File: src/rtl/keypad_pkg.sv
// Shared constants and types for the TTP229 keypad scan controller.
package keypad_pkg;

  localparam int unsigned NUM_KEYS  = 16;
  localparam int unsigned KEY_IDX_W = 4;

  typedef enum logic [2:0] {
    StIdle,
    StStart,
    StWaitFrame,
    StEmit,
    StGap
  } scan_state_e;

  typedef struct packed {
    logic [KEY_IDX_W-1:0] key;
    logic                 press;
    logic                 rpt;
  } key_event_t;

endpackage

File: src/rtl/keypad_scan_ctrl_if.sv
// Key event stream: valid/ready handshake carrying one press/release/repeat event.
interface keypad_scan_ctrl_if;

  logic                            ev_valid;
  logic                            ev_ready;
  logic [keypad_pkg::KEY_IDX_W-1:0] ev_key;
  logic                            ev_press;
  logic                            ev_repeat;

  modport master (
    output ev_valid,
    output ev_key,
    output ev_press,
    output ev_repeat,
    input  ev_ready
  );

  modport slave (
    input  ev_valid,
    input  ev_key,
    input  ev_press,
    input  ev_repeat,
    output ev_ready
  );

endinterface

File: src/rtl/key_event_fifo.sv
// Synchronous event FIFO; a push into a full FIFO succeeds only alongside a pop.
module key_event_fifo
  import keypad_pkg::*;
#(
  parameter int unsigned DEPTH = 4
) (
  input  logic       clk_i,
  input  logic       reset_i,
  input  logic       push_i,
  input  key_event_t ev_i,
  input  logic       pop_i,
  output key_event_t ev_o,
  output logic       full_o,
  output logic       empty_o
);

  localparam int unsigned PtrW = (DEPTH > 1) ? $clog2(DEPTH) : 1;

  key_event_t      mem_q [DEPTH];
  logic [PtrW:0]   wr_q, wr_d;
  logic [PtrW:0]   rd_q, rd_d;
  logic [PtrW-1:0] wr_addr, rd_addr;
  logic            do_push, do_pop;

  assign wr_addr = wr_q[PtrW-1:0];
  assign rd_addr = rd_q[PtrW-1:0];
  assign empty_o = (wr_q == rd_q);
  assign full_o  = (wr_q[PtrW] != rd_q[PtrW]) && (wr_addr == rd_addr);
  assign do_pop  = pop_i & ~empty_o;
  assign do_push = push_i & (~full_o | do_pop);
  // Head is forced to zero when empty so the outputs read clean after reset.
  assign ev_o    = empty_o ? '0 : mem_q[rd_addr];

  always_comb begin
    wr_d = wr_q;
    rd_d = rd_q;
    if (do_push) wr_d = wr_q + (PtrW + 1)'(1);
    if (do_pop)  rd_d = rd_q + (PtrW + 1)'(1);
  end

  always_ff @(posedge clk_i) begin
    if (reset_i) begin
      wr_q <= '0;
      rd_q <= '0;
    end else begin
      wr_q <= wr_d;
      rd_q <= rd_d;
    end
  end

  always_ff @(posedge clk_i) begin
    if (do_push) mem_q[wr_addr] <= ev_i;
  end

endmodule

File: src/rtl/keypad_scan_ctrl.sv
// Periodic TTP229 scan sequencer with frame debounce and a press/release event FIFO.
// Auto-repeat events are built only when KEY_REPEAT_EN is defined.
module keypad_scan_ctrl
  import keypad_pkg::*;
#(
  parameter int unsigned SCAN_GAP_CYC      = 24000,
  parameter int unsigned FRAME_TIMEOUT_CYC = 480000,
  parameter int unsigned DEB_FRAMES        = 3,
  parameter int unsigned FIFO_DEPTH        = 4,
  parameter int unsigned REPEAT_FRAMES     = 16
) (
  input  logic                clk,
  input  logic                reset_n,
  input  logic                enable,
  output logic                scan_start,
  input  logic                frame_valid,
  input  logic [NUM_KEYS-1:0] frame_data,
  output logic [NUM_KEYS-1:0] key_state,
  output logic                nokey,
  keypad_scan_ctrl_if.master  ev,
  output logic                ev_overflow,
  output logic                timeout_err,
  input  logic                clear_err
);

  localparam int unsigned ToW  = (FRAME_TIMEOUT_CYC > 1) ? $clog2(FRAME_TIMEOUT_CYC) : 1;
  localparam int unsigned GapW = (SCAN_GAP_CYC > 1) ? $clog2(SCAN_GAP_CYC) : 1;
  localparam logic [ToW-1:0]       ToLast  = ToW'(FRAME_TIMEOUT_CYC - 1);
  localparam logic [GapW-1:0]      GapLast = GapW'(SCAN_GAP_CYC - 1);
  localparam logic [2:0]           DebMax  = 3'(DEB_FRAMES);
  localparam logic [KEY_IDX_W-1:0] IdxLast = KEY_IDX_W'(NUM_KEYS - 1);

  if (DEB_FRAMES < 1 || DEB_FRAMES > 7) begin : g_bad_deb
    $error("DEB_FRAMES must be in 1..7");
  end
  if (REPEAT_FRAMES < 1) begin : g_bad_rpt
    $error("REPEAT_FRAMES must be at least 1");
  end

  scan_state_e          state_q, state_d;
  logic [ToW-1:0]       to_cnt_q, to_cnt_d;
  logic [GapW-1:0]      gap_cnt_q, gap_cnt_d;
  logic [KEY_IDX_W-1:0] idx_q, idx_d;
  logic [NUM_KEYS-1:0]  key_state_q, key_state_d;
  logic [NUM_KEYS-1:0]  cand_q, cand_d;
  logic [NUM_KEYS-1:0]  diff_q, diff_d;
  logic [2:0]           match_q, match_d;
  logic                 ovf_q, ovf_d;
  logic                 to_err_q, to_err_d;
  logic                 deb_edge, accept, set_to, push, drop;
  key_event_t           push_ev, head_ev;
  logic                 fifo_full, fifo_empty;

`ifdef KEY_REPEAT_EN
  localparam int unsigned RptW = (REPEAT_FRAMES > 1) ? $clog2(REPEAT_FRAMES) : 1;
  localparam logic [RptW-1:0] RptLast = RptW'(REPEAT_FRAMES - 1);
  logic [RptW-1:0] rpt_cnt_q, rpt_cnt_d;
  logic            rpt_pend_q, rpt_pend_d;
`endif

  always_comb begin
    state_d     = state_q;
    to_cnt_d    = to_cnt_q;
    gap_cnt_d   = gap_cnt_q;
    idx_d       = idx_q;
    key_state_d = key_state_q;
    cand_d      = cand_q;
    match_d     = match_q;
    diff_d      = diff_q;
    deb_edge    = 1'b0;
    accept      = 1'b0;
    set_to      = 1'b0;
    push        = 1'b0;
    push_ev     = '0;
    scan_start  = 1'b0;
`ifdef KEY_REPEAT_EN
    rpt_cnt_d   = rpt_cnt_q;
    rpt_pend_d  = rpt_pend_q;
`endif
    unique case (state_q)
      StIdle: begin
        if (enable) state_d = StStart;
      end
      StStart: begin
        scan_start = 1'b1;
        to_cnt_d   = '0;
        state_d    = StWaitFrame;
      end
      StWaitFrame: begin
        if (frame_valid) begin
          // Acceptance fires only on the cycle the match count reaches DEB_FRAMES.
          if (frame_data == cand_q) begin
            deb_edge = (match_q == DebMax - 3'd1);
            if (match_q != DebMax) match_d = match_q + 3'd1;
          end else begin
            deb_edge = (DebMax == 3'd1);
            cand_d   = frame_data;
            match_d  = 3'd1;
          end
          accept = deb_edge && (frame_data != key_state_q);
          diff_d = accept ? (frame_data ^ key_state_q) : '0;
          if (accept) key_state_d = frame_data;
`ifdef KEY_REPEAT_EN
          rpt_pend_d = 1'b0;
          if (accept || !$onehot(key_state_q)) begin
            rpt_cnt_d = '0;
          end else if (rpt_cnt_q == RptLast) begin
            rpt_cnt_d  = '0;
            rpt_pend_d = 1'b1;
          end else begin
            rpt_cnt_d = rpt_cnt_q + RptW'(1);
          end
`endif
          idx_d   = '0;
          state_d = StEmit;
        end else if (to_cnt_q == ToLast) begin
          set_to    = 1'b1;
          gap_cnt_d = '0;
          state_d   = StGap;
        end else begin
          to_cnt_d = to_cnt_q + ToW'(1);
        end
      end
      StEmit: begin
        push_ev.key   = idx_q;
        push_ev.press = key_state_q[idx_q];
        push          = diff_q[idx_q];
`ifdef KEY_REPEAT_EN
        if (rpt_pend_q && key_state_q[idx_q] && !diff_q[idx_q]) begin
          push          = 1'b1;
          push_ev.press = 1'b1;
          push_ev.rpt   = 1'b1;
        end
`endif
        if (idx_q == IdxLast) begin
          gap_cnt_d = '0;
          state_d   = StGap;
        end else begin
          idx_d = idx_q + KEY_IDX_W'(1);
        end
      end
      StGap: begin
        if (gap_cnt_q == GapLast) begin
          state_d = enable ? StStart : StIdle;
        end else begin
          gap_cnt_d = gap_cnt_q + GapW'(1);
        end
      end
      default: state_d = StIdle;
    endcase
  end

  // A push is lost only when the FIFO is full and the head is not leaving this cycle.
  assign drop     = push & fifo_full & ~(ev.ev_ready & ~fifo_empty);
  assign ovf_d    = drop | (ovf_q & ~clear_err);
  assign to_err_d = set_to | (to_err_q & ~clear_err);

  always_ff @(posedge clk) begin
    if (reset_n) begin
      state_q     <= StIdle;
      to_cnt_q    <= '0;
      gap_cnt_q   <= '0;
      idx_q       <= '0;
      key_state_q <= '0;
      cand_q      <= '0;
      diff_q      <= '0;
      match_q     <= '0;
      ovf_q       <= 1'b0;
      to_err_q    <= 1'b0;
    end else begin
      state_q     <= state_d;
      to_cnt_q    <= to_cnt_d;
      gap_cnt_q   <= gap_cnt_d;
      idx_q       <= idx_d;
      key_state_q <= key_state_d;
      cand_q      <= cand_d;
      diff_q      <= diff_d;
      match_q     <= match_d;
      ovf_q       <= ovf_d;
      to_err_q    <= to_err_d;
    end
  end

`ifdef KEY_REPEAT_EN
  always_ff @(posedge clk) begin
    if (reset_n) begin
      rpt_cnt_q  <= '0;
      rpt_pend_q <= 1'b0;
    end else begin
      rpt_cnt_q  <= rpt_cnt_d;
      rpt_pend_q <= rpt_pend_d;
    end
  end
`endif

  key_event_fifo #(
    .DEPTH (FIFO_DEPTH)
  ) u_fifo (
    .clk_i   (clk),
    .reset_i (reset_n),
    .push_i  (push),
    .ev_i    (push_ev),
    .pop_i   (ev.ev_ready),
    .ev_o    (head_ev),
    .full_o  (fifo_full),
    .empty_o (fifo_empty)
  );

  assign key_state    = key_state_q;
  assign nokey        = ~|key_state_q;
  assign ev_overflow  = ovf_q;
  assign timeout_err  = to_err_q;
  assign ev.ev_valid  = ~fifo_empty;
  assign ev.ev_key    = head_ev.key;
  assign ev.ev_press  = head_ev.press;
`ifdef KEY_REPEAT_EN
  assign ev.ev_repeat = head_ev.rpt;
`else
  assign ev.ev_repeat = 1'b0;
`endif

endmodule

File: src/flat_wrapper.sv
// flat-port wrapper written by rule: the top's interface ports become plain ports
module keypad_scan_ctrl_flat import keypad_pkg::*;
#(
  parameter int unsigned SCAN_GAP_CYC      = 24000,
  parameter int unsigned FRAME_TIMEOUT_CYC = 480000,
  parameter int unsigned DEB_FRAMES        = 3,
  parameter int unsigned FIFO_DEPTH        = 4,
  parameter int unsigned REPEAT_FRAMES     = 16
)
  (clk, reset_n, enable, scan_start, frame_valid, frame_data, key_state, nokey, ev_overflow, timeout_err, clear_err, ev_ev_valid, ev_ev_key, ev_ev_press, ev_ev_repeat, ev_ev_ready);
  keypad_scan_ctrl_if ev_i ();
  input  logic clk;
  input  logic reset_n;
  input  logic enable;
  output logic scan_start;
  input  logic frame_valid;
  input  logic [NUM_KEYS-1:0] frame_data;
  output logic [NUM_KEYS-1:0] key_state;
  output logic nokey;
  output logic ev_overflow;
  output logic timeout_err;
  input  logic clear_err;
  output wire logic [$bits(ev_i.ev_valid)-1:0] ev_ev_valid;
  output wire logic [$bits(ev_i.ev_key)-1:0] ev_ev_key;
  output wire logic [$bits(ev_i.ev_press)-1:0] ev_ev_press;
  output wire logic [$bits(ev_i.ev_repeat)-1:0] ev_ev_repeat;
  input wire logic [$bits(ev_i.ev_ready)-1:0] ev_ev_ready;
  assign ev_ev_valid = ev_i.ev_valid;
  assign ev_ev_key = ev_i.ev_key;
  assign ev_ev_press = ev_i.ev_press;
  assign ev_ev_repeat = ev_i.ev_repeat;
  assign ev_i.ev_ready = ev_ev_ready;
  keypad_scan_ctrl #(.SCAN_GAP_CYC(SCAN_GAP_CYC), .FRAME_TIMEOUT_CYC(FRAME_TIMEOUT_CYC), .DEB_FRAMES(DEB_FRAMES), .FIFO_DEPTH(FIFO_DEPTH), .REPEAT_FRAMES(REPEAT_FRAMES)) u_core (.clk(clk), .reset_n(reset_n), .enable(enable), .scan_start(scan_start), .frame_valid(frame_valid), .frame_data(frame_data), .key_state(key_state), .nokey(nokey), .ev(ev_i), .ev_overflow(ev_overflow), .timeout_err(timeout_err), .clear_err(clear_err));
endmodule
File: config.mk
export PLATFORM = sky130hd
export DESIGN_NAME = keypad_scan_ctrl_flat
export DESIGN_NICKNAME = d
export VERILOG_FILES = /design/src/rtl/keypad_pkg.sv /design/src/rtl/keypad_scan_ctrl_if.sv /design/src/rtl/key_event_fifo.sv /design/src/rtl/keypad_scan_ctrl.sv /design/src/flat_wrapper.sv
export SDC_FILE = /design/constraint.sdc
export NUM_CORES = 1
export LEC_CHECK = 0
export ABC_AREA = 1
export ABC_CLOCK_PERIOD_IN_PS = 2240
export CAP_MARGIN = 20
export CORE_MARGIN = 2
export CORE_UTILIZATION = 40
export DETAILED_ROUTE_END_ITERATION = 12
export GPL_ROUTABILITY_DRIVEN = 0
export PLACE_DENSITY = 0.61
export SETUP_SLACK_MARGIN = 0.2
export SYNTH_ARGS = -nofsm -noshare
export SYNTH_HDL_FRONTEND = slang
export SYNTH_HIERARCHICAL = 1
export SYNTH_SLANG_ARGS = --single-unit
File: constraint.sdc
create_clock -name clk -period 2.24 [get_ports clk]
set_input_delay 0.224 -clock clk [delete_from_list [all_inputs] [get_ports clk]]
set_output_delay 0.224 -clock clk [all_outputs]
set_load 0.01 [all_outputs]
==> run metrics, run 1 <==
commonest non-fill, non-tap cell in the layout=nand2_1; CP Capture Type=output pin; Clk pwr share=38.0%; clock root cell=clkbuf_16; Clock Skews=5.55 ps; via count=6798; Placeable Area=17200 µm²; clk buf depth=2; CP peak stage delay=600 ps; vias per cell=4.87; PD cells=878 nW/µm²; Tcrit/Tclk final=85.9%; met1 Track Usage GR=28.1%; f_max=0.520 GHz; Hold Crit Class=register to register; status=finished, final reports clean; Fillers=1743; synthesized area=7030 µm²; Initial DRC Count=556; Synth Net Count=1124; Hold Vio Cnt, Final=0; area occupied by multi-input gates=3700 µm²; Slew Limit Headroom=55.3%; All-Layer GR Usage=20.3%; Detail Route Antenna Nets=0; nets=1191; max_cap viols=0; Max Fanout on Critical Path=4; Pint=4.95 mW; die area=18700 µm²; Cell Rows=48; Switch Pwr=2.59 mW; cell leakage power=3.64 nW; antenna violations before repair=0; gr busiest metal=met2; total routed wirelength=17900 µm; actual slew at the worst max-slew pin=670 ps; Final Max Slew Viols=0; worst-skew pair later-pin latency=420 ps; clk sinks=122; routing usage on met2=31.8%; Tot Pwr=7.54 mW; Comb power frac=28.0%; final setup fails=0; setup_tns=0 ps; share of cells above drive strength 1=10.1%; critical-path cell list=inv_2, nor3_1, clkdlybuf4s50_1; Reg clk slew, reported paths=60 ps; largest net degree at the start of global routing=49; GRT overflow=0; Top Ports=49; placed wire-length estimate=12800 µm; synthesized instance count=1091; worst vdd rail ir drop=0.000564 V; total iterations of the first detailed-routing run=5; Critical Path RT=2020 ps; Reg area=2650 µm²; Starting Density=40.8%; antenna fix cells=0; CTS tree=built; CP Class=register to output pin; Setup crit start kind=register; Sw Share=34.3%; Die W=137 µm; global-route wire length before repair=30000 µm; vias in the first global route=6157; syn_area_per_cell=6.44 µm²; crit path time final=1920 ps; DR WL/cell=12.8 µm; die height=137 µm; Critical Path Slowest Stage Cell=clkdlybuf4s50_1; met3 Usage GRT=4.04%; sequential power share=34.0%; CP arrival=1700 ps; TritonCTS Buffers=17; most frequent cells in the layout=332 x nand2_1, 182 x nor2_1, 125 x inv_1, 98 x dfxtp_1, 76 x nand3_1; RSZ-0062 raised after global routing=true; # DRC=0; synthesis-to-finish area growth=22.1%; port bufs=47; Ys Warns=6; H-Tree Depth=4
flip-flops by register name, indices dropped and copies added, names as in the netlist, 4 cells and up, named ones only:
register,count
u_core/u_fifo/mem_q,20
u_core/to_cnt_q,19
u_core/cand_q,16
u_core/diff_q,16
u_core/key_state,16
u_core/gap_cnt_q,15
u_core/idx_q,4
power groups by stage:
stage               clock (mW)  combinational (mW)  sequential (mW)
floorplan                    0                1.48             2.56
global placement             0                1.95             2.60
detailed placement           0                1.97             2.61
CTS                       2.93                2.07             2.56
global route              3.03                2.37             2.59
finish                    2.87                2.11             2.56
worst max-delay path: cells and delay by family, from the launching register on:
kind                   cells  cell delay [ps]
buffers and inverters      2              670
and+or+nand+nor            1              260
DFF                        1              340
path summary, 6_finish.rpt:
| kind | startpoint | endpoint | slack, ps | cells after the start |
|---|---|---|---|---|
| max | u_core/state_q[0]$_SDFFE_PP0P_ | scan_start | 320 | 3 |
| min | u_core/diff_q[7]$_SDFFE_PP0P_ | u_core/diff_q[7]$_SDFFE_PP0P_ | 450 | 2 |
| max reg2reg | u_core/idx_q[0]$_SDFFE_PP0P_ | u_core/u_fifo/mem_q[2][5]$_DFFE_PP_ | 370 | 9 |
| min reg2reg | u_core/diff_q[7]$_SDFFE_PP0P_ | u_core/diff_q[7]$_SDFFE_PP0P_ | 450 | 2 |
repair_timing:
action,in CTS,in global routing
buffers inserted,6,5
hold buffers,0,0
resized for setup,21,11
setup endpoints to repair,22,49
pin swaps,3,2
metrics by stage:
step / area, µm² / worst slack [ps] / hold WS (ps) / instances / util [%]
after floorplan: 7030 / 249 / 293 / 1091 / -
after global placement: 7810 / 98.5 / 440 / 1353 / 45.3
after detailed placement: 7810 / 50.7 / 440 / 1353 / 45.3
after CTS: 8500 / 66.0 / 437 / 1391 / 49.3
after global routing: 8590 / 139 / 475 / 1396 / 49.8
final: 8590 / 315 / 451 / 1396 / 49.8
routing by layer:
metal | wire (µm) | share of wire, %
met5 | 0 | 0
met4 | 296 | 1.7
met3 | 771 | 4.3
met2 | 7920 | 44
met1 | 8880 | 50
layout make-up:
type	count	area share [%]
inverter	142	6.38
clock inverter	15	2.22
tap	225	3.28
sequential	122	30.9
timing repair buffer	83	9.24
clock buffer	17	4.95
multi-input combinational	792	43.1
(Power assumes the default switching activity.)
==> run 2: changes to the inputs <==
--- a/config.mk
+++ b/config.mk
@@ -5,11 +5,11 @@
 export SDC_FILE = /design/constraint.sdc
 export NUM_CORES = 1
 export LEC_CHECK = 0
-export ABC_AREA = 1
 export ABC_CLOCK_PERIOD_IN_PS = 2240
 export CAP_MARGIN = 20
 export CORE_MARGIN = 2
 export CORE_UTILIZATION = 40
+export CTS_CLUSTER_DIAMETER = 50
 export DETAILED_ROUTE_END_ITERATION = 12
 export GPL_ROUTABILITY_DRIVEN = 0
 export PLACE_DENSITY = 0.61
==> run metrics, run 2 <==
status=finished, final reports clean; critical-path cell list=mux4_2, mux4_2, and2_4, o41a_1, and2_4; crit path time final=2210 ps (+287 ps); largest net degree at the start of global routing=72 (+47%); # DRC=0 (unchanged); clk sinks=122 (unchanged); f_max=0.452 GHz (-13%); CP Class=register to register; Starting Density=41.0% (+0.20 points); Critical Path RT=2410 ps (+390 ps); synthesized area=6250 µm² (-11%); DR WL met2=8260 µm (+4.3%); Top reg by flops=u_core/u_fifo/mem_q; Tot Pwr=5.28 mW (-30%); Initial DRC Count=366 (-34%); final setup fails=0 (unchanged); port bufs=47 (unchanged); Synth Net Count=695 (-38%); commonest non-fill, non-tap cell in the layout=dfxtp_1; Setup crit start kind=register; die area=16700 µm² (-11%); Critical Path Slowest Stage Cell=mux4_2; worst-skew pair later-pin latency=420 ps (about the same); max reg flops=20 (unchanged); cell leakage power=2.98 nW (-18%); CP Capture Type=register; M1 WL=7130 µm (-20%); PD cells=656 nW/µm² (-25%); placed wire-length estimate=11500 µm (-10%); Clock Skews=12.7 ps (+7.18 ps); synthesis-to-finish area growth=28.7%; clock root cell=clkbuf_16; most frequent cells in the layout=85 x dfxtp_1, 80 x nand2_1, 64 x buf_4, 40 x nand3_1, 36 x clkdlybuf4s50_1; Die W=129 µm (-5.5%); vias in the first global route=5456 (-11%); hold-fix buffers at CTS=0 (unchanged); nets=783 (-34%); total iterations of the first detailed-routing run=5 (unchanged); post-layout util=52.7% (+2.9 points); max_cap viols=0 (unchanged); clk buf depth=2 (unchanged); Placeable Area=15300 µm² (-11%); global-route wire length before repair=26800 µm (-11%); TritonCTS Buffers=17 (unchanged); GRT overflow=0 (unchanged); Final Max Slew Viols=0 (unchanged); Largest regs=u_core/u_fifo/mem_q (20), u_core/to_cnt_q (19); syn_area_per_cell=9.45 µm² (+47%); total routed wirelength=16300 µm (-8.7%); Ys Warns=6 (unchanged); DR WL/cell=16.8 µm (+31%); via count=5396 (-21%); CP top delay family=multiplexers; CP arrival=2380 ps (+680 ps); vias per cell=5.56 (+14%); synthesized instance count=662 (-39%); Reg clk slew, reported paths=50 ps (about the same); Top Ports=49 (unchanged); CP peak stage delay=510 ps (-90 ps); All-Layer GR Usage=20.5% (+0.14 points); H-Tree Depth=4 (unchanged); CTS tree=built; Detail Route Antenna Nets=0 (unchanged); RSZ-0062 raised after global routing=true; Cell Rows=45 (-6.3%); top sig layer=met4; worst hold slack=166 ps (-285 ps); Hold Vio Cnt, Final=0 (unchanged); Hold Crit Class=input port to register; Final Instance Area=8050 µm² (-6.3%); share of cells above drive strength 1=21.6% (+12 points); Tcrit/Tclk final=98.7% (+13 points); worst path bufs/invs=0 (-2); worst vdd rail ir drop=0.000575 V (+1.9%); Area after DPL=7300 µm² (-6.5%); antenna fix cells=0 (unchanged); antenna violations before repair=0 (unchanged); Max Fanout on Critical Path=5 (+1); die height=129 µm (-5.5%); met3 WL=668 µm (-13%); setup_tns=0 ps (unchanged)
[run 2: report_power, final]
group / internal (mW) / switching [mW] / total, mW
combinational: 0.227 / 0.275 / 0.502
clock: 1.59 / 0.901 / 2.49
sequential: 2.25 / 0.0398 / 2.29
[run 2: metal layers]
layer,vias up,global-route usage (%)
li1,2628,-
met1,2614,24.8
met2,137,35.6
met5,-,0
met3,17,3.96
met4,0,9.02
[run 2: worst paths after layout]
| check | from | endpoint | slack, ps | cells after the start |
|---|---|---|---|---|
| worst min register to register | u_core/timeout_err$_SDFF_PP0_ | u_core/timeout_err$_SDFF_PP0_ | 470 | 2 |
| worst max-delay path | u_core/idx_q[1]$_SDFFE_PP0P_ | u_core/u_fifo/mem_q[1][4]$_DFFE_PP_ | 30 | 5 |
| worst min-delay path | frame_data[2] | u_core/key_state[2]$_SDFFE_PP0P_ | 170 | 3 |
| worst max register to register | u_core/idx_q[1]$_SDFFE_PP0P_ | u_core/u_fifo/mem_q[1][4]$_DFFE_PP_ | 30 | 5 |
[run 2: metrics by stage]
step                      worst slack [ps]  std cells
after floorplan                       63.6        662
final                                 28.2        971
after global routing                 -25.5        971
after CTS                             27.5        969
after detailed placement              -223        938
after global placement                -210        938
[run 2: area by class of cell]
cell class,count,area [µm²]
timing repair buffer,115,1010
tap,211,264
multi-input combinational,479,3510
sequential,122,2670
clock inverter,4,45.0
inverter,15,56.3
clock buffer,25,485
fill,1407,7210
[run 2: repair_timing]
action                                  4_1_cts  5_1_grt
gates cloned                                  0        0
resized for setup                            21       34
endpoints found under the setup margin       47      104
buffers inserted                              2        2
pin swaps                                     2        4
[run 2: worst min-delay path, delay by kind of cell]
kind | cells | cell delay, ps
buf+inv | 1 | 170
simple gates | 1 | 80
mux | 1 | 60
